===== src/rtl/control_unit_fsm_pkg.sv =====
// Shared definitions for the accumulator-machine sequencer: opcodes, FSM states,
// ALU function codes and the decoded-control bundle.
package control_unit_fsm_pkg;

    localparam int INSTR_W = 8;

    localparam logic [3:0] OP_NOP  = 4'h0;
    localparam logic [3:0] OP_LIT  = 4'h1;
    localparam logic [3:0] OP_ADD  = 4'h2;
    localparam logic [3:0] OP_SUB  = 4'h3;
    localparam logic [3:0] OP_NAND = 4'h4;
    localparam logic [3:0] OP_OUT  = 4'h5;
    localparam logic [3:0] OP_CMP  = 4'h6;
    localparam logic [3:0] OP_JMP  = 4'h8;
    localparam logic [3:0] OP_JC   = 4'h9;
    localparam logic [3:0] OP_JNC  = 4'hA;
    localparam logic [3:0] OP_JZ   = 4'hB;
    localparam logic [3:0] OP_JNZ  = 4'hC;
    localparam logic [3:0] OP_HALT = 4'hF;

    localparam logic [2:0] F_PASSA = 3'b000;
    localparam logic [2:0] F_SUB   = 3'b001;
    localparam logic [2:0] F_PASSB = 3'b010;
    localparam logic [2:0] F_ADD   = 3'b011;
    localparam logic [2:0] F_NAND  = 3'b100;

    typedef enum logic [2:0] {
        FETCH  = 3'd0,
        DECODE = 3'd1,
        EXEC   = 3'd2,
        JADDR  = 3'd3,
        JLOAD  = 3'd4,
        HALT   = 3'd5
    } state_t;

    typedef enum logic [2:0] {
        J_ALWAYS = 3'd0,
        J_C      = 3'd1,
        J_NC     = 3'd2,
        J_Z      = 3'd3,
        J_NZ     = 3'd4
    } jcond_t;

    typedef struct packed {
        logic [2:0] f;
        logic       use_db;
        logic       load_ff;
        logic       drive_r;
        logic       upd_flags;
        logic       is_jump;
        jcond_t     jump_cond;
        logic       is_halt;
    } dec_t;

    function automatic logic jump_taken(input jcond_t cond, input logic cf, input logic zf);
        logic t;
        case (cond)
            J_ALWAYS: t = 1'b1;
            J_C:      t = cf;
            J_NC:     t = ~cf;
            J_Z:      t = zf;
            J_NZ:     t = ~zf;
            default:  t = 1'b0;
        endcase
        return t;
    endfunction

endpackage


===== src/rtl/control_unit_fsm_decoder.sv =====
// Combinational opcode decoder: maps a 4-bit opcode to the datapath control bundle.
// Unassigned opcodes (7, D, E) decode exactly like NOP.
module instr_decoder
    import control_unit_fsm_pkg::*;
(
    input  logic [3:0] i_opcode,
    output dec_t       o_dec
);

    // Opcode to control-bundle lookup.
    always_comb begin
        o_dec = '{f: F_PASSA, use_db: 1'b0, load_ff: 1'b0, drive_r: 1'b0,
                  upd_flags: 1'b0, is_jump: 1'b0, jump_cond: J_ALWAYS, is_halt: 1'b0};
        case (i_opcode)
            OP_NOP:  o_dec.f = F_PASSA;
            OP_LIT:  begin o_dec.f = F_PASSB; o_dec.use_db = 1'b1; o_dec.load_ff = 1'b1; o_dec.upd_flags = 1'b1; end
            OP_ADD:  begin o_dec.f = F_ADD;   o_dec.use_db = 1'b1; o_dec.load_ff = 1'b1; o_dec.upd_flags = 1'b1; end
            OP_SUB:  begin o_dec.f = F_SUB;   o_dec.use_db = 1'b1; o_dec.load_ff = 1'b1; o_dec.upd_flags = 1'b1; end
            OP_NAND: begin o_dec.f = F_NAND;  o_dec.use_db = 1'b1; o_dec.load_ff = 1'b1; o_dec.upd_flags = 1'b1; end
            OP_OUT:  o_dec.drive_r = 1'b1;
            // CMP drives the subtractor for flags only; the accumulator keeps its value
            OP_CMP:  begin o_dec.f = F_SUB;   o_dec.use_db = 1'b1; o_dec.upd_flags = 1'b1; end
            OP_JMP:  begin o_dec.is_jump = 1'b1; o_dec.jump_cond = J_ALWAYS; end
            OP_JC:   begin o_dec.is_jump = 1'b1; o_dec.jump_cond = J_C;      end
            OP_JNC:  begin o_dec.is_jump = 1'b1; o_dec.jump_cond = J_NC;     end
            OP_JZ:   begin o_dec.is_jump = 1'b1; o_dec.jump_cond = J_Z;      end
            OP_JNZ:  begin o_dec.is_jump = 1'b1; o_dec.jump_cond = J_NZ;     end
            OP_HALT: o_dec.is_halt = 1'b1;
            default: o_dec.f = F_PASSA;
        endcase
    end

endmodule


===== src/rtl/control_unit_fsm.sv =====
// Fetch/decode/execute sequencer for the 5-bit accumulator datapath. Reads a synchronous
// program ROM, keeps PC/IR and the C/ZE flags, and drives the ALU/bus controls in EXEC.
module control_unit_fsm
    import control_unit_fsm_pkg::*;
#(
    parameter int PC_W = 12
) (
    input  logic               clk,
    input  logic               reset,
    input  logic [INSTR_W-1:0] instr,
    input  logic               C,
    input  logic               ZE,
    output logic [PC_W-1:0]    pc_addr,
    output logic [2:0]         F,
    output logic [4:0]         operand,
    output logic               enableDB,
    output logic               enableFF,
    output logic               enableR,
    output logic               halted
);

    state_t             r_state, w_state_nxt;
    logic [PC_W-1:0]    r_pc, w_pc_nxt, w_pc_inc;
    logic [INSTR_W-1:0] r_ir, w_ir_nxt;
    logic               r_cf, r_zf, w_cf_nxt, w_zf_nxt;
    logic [3:0]         w_opcode;
    dec_t               w_dec;

    assign pc_addr  = r_pc;
    assign w_pc_inc = r_pc + {{(PC_W-1){1'b0}}, 1'b1};

    // In DECODE the fresh ROM byte is classified; afterwards the latched IR is.
    always_comb begin
        if (r_state == DECODE) begin
            w_opcode = instr[7:4];
        end else begin
            w_opcode = r_ir[7:4];
        end
    end

    instr_decoder u_decoder (
        .i_opcode (w_opcode),
        .o_dec    (w_dec)
    );

    // State, PC, IR and flag registers with synchronous reset.
    always_ff @(posedge clk) begin
        if (reset) begin
            r_state <= FETCH;
            r_pc    <= {PC_W{1'b0}};
            r_ir    <= {INSTR_W{1'b0}};
            r_cf    <= 1'b0;
            r_zf    <= 1'b0;
        end else begin
            r_state <= w_state_nxt;
            r_pc    <= w_pc_nxt;
            r_ir    <= w_ir_nxt;
            r_cf    <= w_cf_nxt;
            r_zf    <= w_zf_nxt;
        end
    end

    // Next-state, register updates and EXEC-only datapath controls.
    always_comb begin
        w_state_nxt = r_state;
        w_pc_nxt    = r_pc;
        w_ir_nxt    = r_ir;
        w_cf_nxt    = r_cf;
        w_zf_nxt    = r_zf;
        F           = F_PASSA;
        operand     = 5'b00000;
        enableDB    = 1'b0;
        enableFF    = 1'b0;
        enableR     = 1'b0;
        halted      = 1'b0;
        case (r_state)
            FETCH: w_state_nxt = DECODE;
            DECODE: begin
                w_ir_nxt = instr;
                // HALT leaves PC pointing at the HALT byte itself
                if (w_dec.is_halt) begin
                    w_state_nxt = HALT;
                end else begin
                    w_pc_nxt    = w_pc_inc;
                    w_state_nxt = w_dec.is_jump ? JADDR : EXEC;
                end
            end
            EXEC: begin
                F           = w_dec.f;
                operand     = w_dec.use_db ? {1'b0, r_ir[3:0]} : 5'b00000;
                enableDB    = w_dec.use_db;
                enableFF    = w_dec.load_ff;
                enableR     = w_dec.drive_r;
                w_state_nxt = FETCH;
                if (w_dec.upd_flags) begin
                    w_cf_nxt = C;
                    w_zf_nxt = ZE;
                end else begin
                    w_cf_nxt = r_cf;
                    w_zf_nxt = r_zf;
                end
            end
            JADDR: w_state_nxt = JLOAD;
            JLOAD: begin
                w_state_nxt = FETCH;
                if (jump_taken(w_dec.jump_cond, r_cf, r_zf)) begin
                    w_pc_nxt = PC_W'({r_ir[3:0], instr});
                end else begin
                    w_pc_nxt = w_pc_inc;
                end
            end
            HALT: halted = 1'b1;
            default: w_state_nxt = FETCH;
        endcase
    end

endmodule

===== config.mk =====
export PLATFORM = sky130hd
export DESIGN_NAME = control_unit_fsm
export DESIGN_NICKNAME = d
export VERILOG_FILES = /design/src/rtl/control_unit_fsm_pkg.sv /design/src/rtl/control_unit_fsm_decoder.sv /design/src/rtl/control_unit_fsm.sv
export SDC_FILE = /design/constraint.sdc
export NUM_CORES = 1
export LEC_CHECK = 0
export ABC_AREA = 1
export CAP_MARGIN = 20
export CORE_AREA = 2 2 64 66
export DETAILED_ROUTE_END_ITERATION = 12
export DIE_AREA = 0 0 66 68
export PLACE_DENSITY = 0.7
export SLEW_MARGIN = 20
export SYNTH_ARGS = -nofsm -noshare
export SYNTH_HDL_FRONTEND = slang
export SYNTH_SLANG_ARGS = --single-unit
export TNS_END_PERCENT = 30

===== constraint.sdc =====
create_clock -name clk -period 1.95 [get_ports clk]
set_clock_uncertainty 0.1 [all_clocks]
set_input_delay 0.2925 -clock clk [delete_from_list [all_inputs] [get_ports clk]]
set_output_delay 0.2925 -clock clk [all_outputs]
set_load 0.1 [all_outputs]

* Word-level counts from Yosys, hierarchy flattened
Cells that the tools add are included.
Widths: inputs -> output; s select.
** Operators by class
- Mux-type cells :: 22
- Reductions and logical operators :: 8
- Bitwise logic cells :: 2
- Eq/ne operators :: 22
- $add $sub $neg :: 1
** Operator list (count)
- $eq 4x4->1 const B :: 6
- $mux 12 :: 2
- $pmux 12 s2 :: 1
- $pmux 3 s4 :: 2
- $pmux 4 s5 :: 1
- $add 12x1->12 const B :: 1
- $eq 3x2->1 const B :: 4
- $eq 4x3->1 const B :: 3
- $mux 4 :: 3
- $mux 1 :: 10
- $eq 3x3->1 const B :: 3
- $eq 4x2->1 const B :: 2
- $eq 3x1->1 const B :: 2
- $logic_not 3->1 :: 2
- $mux 3 :: 2
- $pmux 1 s5 :: 1
- $reduce_or 5->1 :: 1
- $eq 4x1->1 const B :: 1
- $reduce_and 2->1 :: 2
- $reduce_or 4->1 :: 1
- $ne 2x2->1 const B :: 1
- $not 1->1 :: 2
- $reduce_bool 2->1 :: 1
- $reduce_or 2->1 :: 1
** Storage, ports and cells
- Flip-flop bits (word level) :: 25
- Input port bits :: 12

* Depth between registers and ports, before layout
- Depth after elaboration :: 9
- Gate-level depth with buffers :: 15
- Depth with buffers taken out :: 14

* By module
From an unflattened synthesis, not the netlist that was laid out.
** Second synthesis, totals
- Cells, all modules :: 264
- Area total of the unflattened synthesis :: 1622.8 um^2
** By module, submodules not included
- control_unit_fsm :: sequential area each 500.5 um^2, times used 1, cells an instance 236, area an instance 1500.2 um^2
- instr_decoder :: sequential area each 0.0 um^2, times used 1, cells an instance 28, area an instance 122.6 um^2

* Worst setup path before layout
OpenSTA, ideal clock, no wires.
- Kind :: flip-flop to output port
- Start point :: reg r_state[2]
- End point :: out enableR
- Arrival time :: 3.731 ns
- Data required time :: 1.558 ns
- Stages on the path, launching flop included :: 7
- Buffers on the path :: 1
- Path slack :: -2.174 ns
- Path through :: dfxtp_1 -> nor2_4 -> nand2_4 -> buf_6 -> nand2_4 -> nand2_4 -> nor4_1
** Between the ends
- Cells in the longest elaborated chain, start to end :: 5
- Elaborated cells on any way between the ends :: 6
** Ends and longest elaborated chain
- start, declared :: RTL line control_unit_fsm.sv:22 : state_t r_state, w_state_nxt;
- start signal, assigned :: RTL line control_unit_fsm.sv:55 : r_state <= w_state_nxt;
- $eq 3x1->1 :: RTL line control_unit_fsm.sv:34 : if (r_state == DECODE) begin
- $mux 4 :: RTL line control_unit_fsm.sv:34
- $eq 4x3->1 :: RTL line control_unit_fsm_decoder.sv:14 : case (i_opcode)
- $mux 1 :: RTL line control_unit_fsm_decoder.sv:14
- $mux 1 (*) :: RTL line control_unit_fsm.sv:76 : case (r_state)
- end, declared :: RTL line control_unit_fsm.sv:18 : output logic enableR,
Mark *: on every way between the ends. The rest lies on a longest branch, timed or not.

* Worst setup path after layout
- Start point :: reg r_state[1]
- End point :: out operand[3]
** Between the ends
- Cells in the longest elaborated chain, start to end :: 7
- Elaborated cells on any way between the ends :: 12
** Ends and longest elaborated chain
- $eq 3x1->1 :: RTL line control_unit_fsm.sv:34
- $mux 4 :: RTL line control_unit_fsm.sv:34
- $eq 4x3->1 (tied with other cells) :: RTL line control_unit_fsm_decoder.sv:14
- $reduce_or 5->1 (no source line)
- $mux 1 :: RTL line control_unit_fsm_decoder.sv:14
- $mux 4 :: RTL line control_unit_fsm.sv:90 : operand = w_dec.use_db ? {1'b0, r_ir[3:0]} : 5'b00000;
- $mux 4 (*) :: RTL line control_unit_fsm.sv:76
- end, declared :: RTL line control_unit_fsm.sv:15 : output logic [4:0] operand,
Marks and branches as above.

==> impl_metrics.ini <==
[finish]
area_growth_pct = 69.9
multi_input_area_um2 = 1090
fillCellCount = 308
antenna-diode-count = 0
nets = 321
drive_gt1_share_pct = 46.6
regArea_um2 = 509

[cts]
cts_tree = built
clockBufferDepth = 2
cts_max_level = 1
clk_latency_ns = 0.27
clk_pin_slew_worst_paths_ns = 0.09
cts_num_sinks = 25
cts-hold-fix-buffers = 0
cts_inserted_buffers = 3
cts_root_buf = clkbuf_8

[detailed_routing]
ant_nets = 0
via_per_inst = 4.80
drc = 0
drt_iter0_drc = 74
routed_wl_um = 4720
post_drt_wl_per_cell_um = 13.2
drtPass1Iterations = 4
dr_total_vias = 1714

[sta]
period_share_pct = 121
max_freq_mhz = 423
finalMaxSlewViolations = 0
min_period_ns = 2.36
totalNegativeSetupSlack_ns = -6.32
setup_viol = 23
hold_viol = 0
rsz0062_at_grt = true
setup_ws_ns = -0.414

[die]
start_util_pct = 42.1
fp.dieH_um = 68
die-area_um2 = 4490
die_w_um = 66
ios = 36
core_area_um2 = 3860
rows = 23

[critical_path]
startpoint_type = flip-flop
path_max_fanout = 6
rrSetupSlack_ns = -0.27
critPathArrivalTime_ns = 1.97
reg2reg_to = pc_addr[7]$_SDFFE_PP0P_
r2r-start = r_state[1]$_SDFFE_PP0N_
critical_path_class = flip-flop to output pin
required_ns = 1.56
rr_worst_depth = 14
end_kind = output pin

[logic_synthesis]
ys_warn_count = 0
synth_edf_count = 0
avgSynthCellArea_um2 = 7.06
syn_nets = 243
ys.flop_type = dfxtp_1
syn_inst = 230
synth.distinct_cells = 33
yosys_register_bits = 25
async_reset_ff_share_pct = 0
ys_seq_area_share_pct = 30.8
syn_area_um2 = 1620

[outcome]
status = finished, violations left
violations = negative setup slack

[pwr]
p_sw_share_pct = 47.8
powerDensity_nw_per_um2 = 957
irDropWorstVdd_mv = 0.823
switchingPower_mw = 1.26
clkPwrFrac_pct = 11.9
p_int_mw = 1.38
p_comb_share_pct = 61.4
p_leak_nw = 1.23
p_seq_share_pct = 26.6
power_mw = 2.64

[placement]
dp_slack_ns = -0.306
globalplace.congestion = 0.832
io_buffers = 34
hpwl_um = 3200

[hold_path]
worst_hold_path.endpoint = pc_addr[11]$_SDFFE_PP0P_
hp-start = pc_addr[11]$_SDFFE_PP0P_
holdPathStages = 2
holdCritPathClass = flip-flop to flip-flop

[global_route]
grt_use_total_pct = 21.6
grt.overflow.total = 0
grt_max_degree = 20
grt_first_pass_wirelength_um = 7430
grt_pass1_vias = 1601
antenna_found_initial = 0

[job]
drv_cap = 0
[how the worst max path moves through the flow]
stage                                       start         end  slack, ns  cells after the start
after floorplan           r_state[1]$_SDFFE_PP0N_  operand[0]      -0.50                     11
after global placement                   instr[7]  operand[0]      -0.27                     11
after detailed placement                 instr[6]  operand[3]      -0.31                     11
after CTS                 r_state[2]$_SDFFE_PP0N_  operand[1]      -0.35                     11
after global routing      r_state[1]$_SDFFE_PP0N_  operand[1]      -0.54                     11
final                     r_state[1]$_SDFFE_PP0N_  operand[3]      -0.41                     10
[worst max-delay path, cell delays in order, from the launching register on]
cell and delay [ns]:
dfxtp_4 0.36, nor2_4 0.21, buf_4 0.16, nand3_1 0.08, nand2_2 0.13, buf_4 0.17
nand3_2 0.10, nand3_4 0.17, nand2_4 0.07, clkinvlp_4 0.08, buf_12 0.17
[routing by layer]
layer	vias up	wire length (µm)	track usage (%)
met3	7	174	4.11
met5	-	0	0
li1	881	-	-
met2	44	2470	37.8
met1	782	2000	27.7
met4	0	70	5.10
[cell usage after synthesis, types with 2 or more instances]
library cell  instances  area [µm²]
a21oi_2               9        78.8
clkbuf_1              2        7.51
nand2_4               7        78.8
nand2_2               6        37.5
nor2_4                2        22.5
nor2_1               19        71.3
nand3_1              15        75.1
o21ai_0              15        75.1
nand3_2               5        50.1
a21oi_1              10        50.1
nor3_1                4        20.0
o21ai_2               6        52.6
buf_2                 3        15.0
xnor2_1               2        17.5
nand2_1              39         146
xor2_1                6        52.6
o21ai_1               2        10.0
inv_1                39         146
dfxtp_1              25         500
[cells by family after synthesis]
family / synth area share [%]
DFF: 30.8
AOI/OAI and AO/OA: 17.3
adders and majority gates: 0.770
other: 0.231
and+or+nand+nor: 33.1
buffers and inverters: 13.4
xor gates and xnor gates: 4.31
[flip-flops by register name, indices dropped and copies added (netlist names)]
register,count
r_cf,1
r_zf,1
pc_addr,12
r_ir,8
r_state,3
[layout by cell type, fill, tap and decap left out, types with 2 or more instances in the layout]
cell / Yosys / final
nand3_4: 0 / 2
nor2_1: 19 / 17
xnor2_1: 2 / 2
nand2_2: 6 / 10
buf_4: 1 / 51
clkinvlp_4: 0 / 4
clkbuf_8: 0 / 3
a21oi_2: 9 / 10
inv_4: 1 / 2
nand2_8: 0 / 4
nand3_1: 15 / 11
dfxtp_1: 25 / 20
nor2_4: 2 / 5
inv_1: 39 / 34
nor3_1: 4 / 3
buf_12: 1 / 19
o21ai_2: 6 / 6
xor2_1: 6 / 6
o21ai_1: 2 / 8
nand2_1: 39 / 28
nand2_4: 7 / 10
o21ai_0: 15 / 9
nand3_2: 5 / 7
dfxtp_2: 0 / 4
a21oi_1: 10 / 9
nor3_2: 1 / 2
clkdlybuf4s50_1: 0 / 11
[power by group through the flow]
stage	Clock (mW)	Sequential [mW]	Combinational, mW
floorplan	0	0.972	0.656
global placement	0	0.700	1.42
detailed placement	0	0.701	1.44
CTS	0.322	0.695	1.53
global route	0.345	0.718	1.72
finish	0.315	0.704	1.62
[metrics by stage]
step / hold slack [ns] / cell area [µm²] / cells / utilization [%]
global placement: 0.396 / 2530 / 344 / 65.6
CTS: 0.413 / 2670 / 354 / 69.3
detailed placement: 0.398 / 2530 / 344 / 65.6
global route: 0.442 / 2760 / 357 / 71.5
floorplan: 0.320 / 1720 / 230 / -
finish: 0.418 / 2760 / 357 / 71.5
[repair_timing]
| action | in CTS | in global routing |
|---|---|---|
| cloned | 0 | 0 |
| buffers inserted | 6 | 3 |
| gates resized for setup | 19 | 12 |
| endpoints found under the setup margin | 22 | 23 |
| pin swaps | 10 | 11 |
[final cells by class]
cell class	instances	share of cell area (%)
clock buffer	4	1.63
timing repair buffer	81	31.7
tap	50	2.27
sequential	25	18.5
multi-input combinational	156	39.7
inverter	41	6.30
Note: power is estimated with default switching activity, not from simulation.
==> RTL change: new RTL, same settings <==
Change the package constant `INSTR_W` from 8 to 10.
--- a/src/rtl/control_unit_fsm_pkg.sv
+++ b/src/rtl/control_unit_fsm_pkg.sv
@@ -2,7 +2,7 @@
 // ALU function codes and the decoded-control bundle.
 package control_unit_fsm_pkg;
 
-    localparam int INSTR_W = 8;
+    localparam int INSTR_W = 10;
 
     localparam logic [3:0] OP_NOP  = 4'h0;
     localparam logic [3:0] OP_LIT  = 4'h1;
Interface: changed (resized instr); port bits go from 36 to 38. The function was not compared with the original's and may differ.
==> RTL change against the unedited design <==
  * The flow still finishes with violations (negative setup slack)
  * Cell area shrank 2.0%
  * Sequential cell count is the same
  * Clock power up 2%
  * Core utilization is 1.5 points lower
  * Synthesized area down 7.1%
  * Sequential power down 3.1%
  * Die area unchanged
  * Wire length grew 2.8%
  * Power decreased by 2.0%
  * Worst setup slack barely moved
==> RTL change: results (changes against the unedited design) <==
* Status: complete, but fails checks (unchanged)
* Failing checks: negative setup slack (unchanged)
* Register area share after synthesis at 33.2% (was 30.8%)
* Pin count of the biggest net entering global routing at 17 (was 20)
* Worst r2r path cells at 15 (was 14)
* Worst Path Max Fanout at 8 (was 6)
* Post-Place Cells at 341 (was 344)
* Reg2reg setup slack at -170 ps (was -270 ps)
* Final setup margin at -414 ps (about the same)
* Routed length on met3 at 147 um (was 174 um)
* Worst Hold End: r_ir[1] (was pc_addr[11])
* DR vias/cell at 4.80 (about the same)
* Cells after Synth at 227 (was 230)
* Met1 wire length at 1900 um (was 2000 um)
* First-pass GRT wire length at 7510 um (was 7430 um)
* Drt initial violations at 84 (was 74)
* Endpoints failing setup at 22 (was 23)
* Main area contributors after synthesis: dfxtp_1, nand2_1, inv_1, nand3_1, nor2_1 (was dfxtp_1, inv_1, nand2_1, a21oi_2, nand2_4)
* Peak VDD IR at 494 uV (was 823 uV)
* I/O Buffers at 36 (was 34)
* Layout cells sized above 1 at 41.5% (was 46.6%)
* Number of distinct library cells after synthesis at 27 (was 33)
* Placer's final routability congestion estimate at 0.878 (was 0.832)
* Leak Pwr at 1.20 nW (was 1.23 nW)
* R2R Path End: pc_addr[3] (was pc_addr[7])
* Post-DP Area at 2410 um2 (was 2530 um2)
* Via Count at 1,732 (was 1,714)
* Synthesized Nets at 242 (was 243)
* Hold Path Origin: r_ir[1] (was pc_addr[11])
==> RTL change: routing by layer <==
layer  up-vias  track usage [%]
li1        879                -
met1       799             25.4
met2        43             39.8
met3        11             2.47
met4         0             8.16
met5         -                0
==> RTL change: power groups by stage <==
stage	logic [mW]	registers, mW	clock network, mW
after floorplan	0.580	0.973	0
after CTS	1.50	0.681	0.321
after global routing	1.67	0.694	0.338
final	1.58	0.682	0.322
after global placement	1.32	0.682	0
after detailed placement	1.33	0.684	0
==> RTL change: what timing repair did <==
| action | 4_1_cts | 5_1_grt |
|---|---|---|
| gates resized for setup | 27 | 4 |
| endpoints found under the setup margin | 22 | 22 |
| pin swaps | 13 | 4 |
| setup buffers | 13 | 3 |
==> RTL change: worst max path at each step <==
stage | startpoint | to | slack [ps] | cells after the start
after floorplan | r_state[1] | operand[0] | -510 | 11
after global placement | instr[6] | operand[1] | -300 | 11
after detailed placement | instr[6] | operand[0] | -320 | 11
after CTS | r_state[2] | operand[0] | -350 | 12
after global routing | r_state[1] | operand[1] | -510 | 11
final | r_state[1] | operand[0] | -410 | 11
==> RTL change: cell families after synthesis <==
group,count (synthesis),synth area share (%)
DFF,25,33.2
xor gates and xnor gates,9,5.22
AOI/OAI and AO/OA,43,14.6
and+or+nand+nor,101,32.3
buffers and inverters,47,13.7
adders and majority gates,1,0.829
other,1,0.249
==> RTL change: worst register-to-register path, cell delays in order (launching register included) <==
cell and delay (ps):
dfxtp_2 340, nor2_4 170, buf_4 140, buf_6 90
nand3_2 90, nand2_4 110, inv_1 70, nor2_2 160
nand2_1 110, nand2_1 130, nand2_2 100, buf_4 170
o21ai_1 110, inv_1 50, nand2_1 60, inv_1 30
==> RTL change: cell type report <==
cell class,count,area [um2]
Fill cell,310,1150
Multi-Input combinational cell,155,966
Timing Repair Buffer,89,958
Sequential cell,25,507
Inverter,38,163
Tap cell,50,62.6
Clock buffer,3,41.3
Clock inverter,1,5.00
==> RTL change: through the flow <==
| step | setup TNS (ps) | hold WS, ps | setup WS (ps) |
|---|---|---|---|
| 2_1_floorplan | -5290 | 320 | -511 |
| 3_3_place_gp | -5570 | 393 | -300 |
| 3_5_place_dp | -6020 | 399 | -321 |
| 4_1_cts | -3970 | 413 | -355 |
| 5_1_grt | -7650 | 446 | -511 |
| 6_report | -5310 | 415 | -414 |
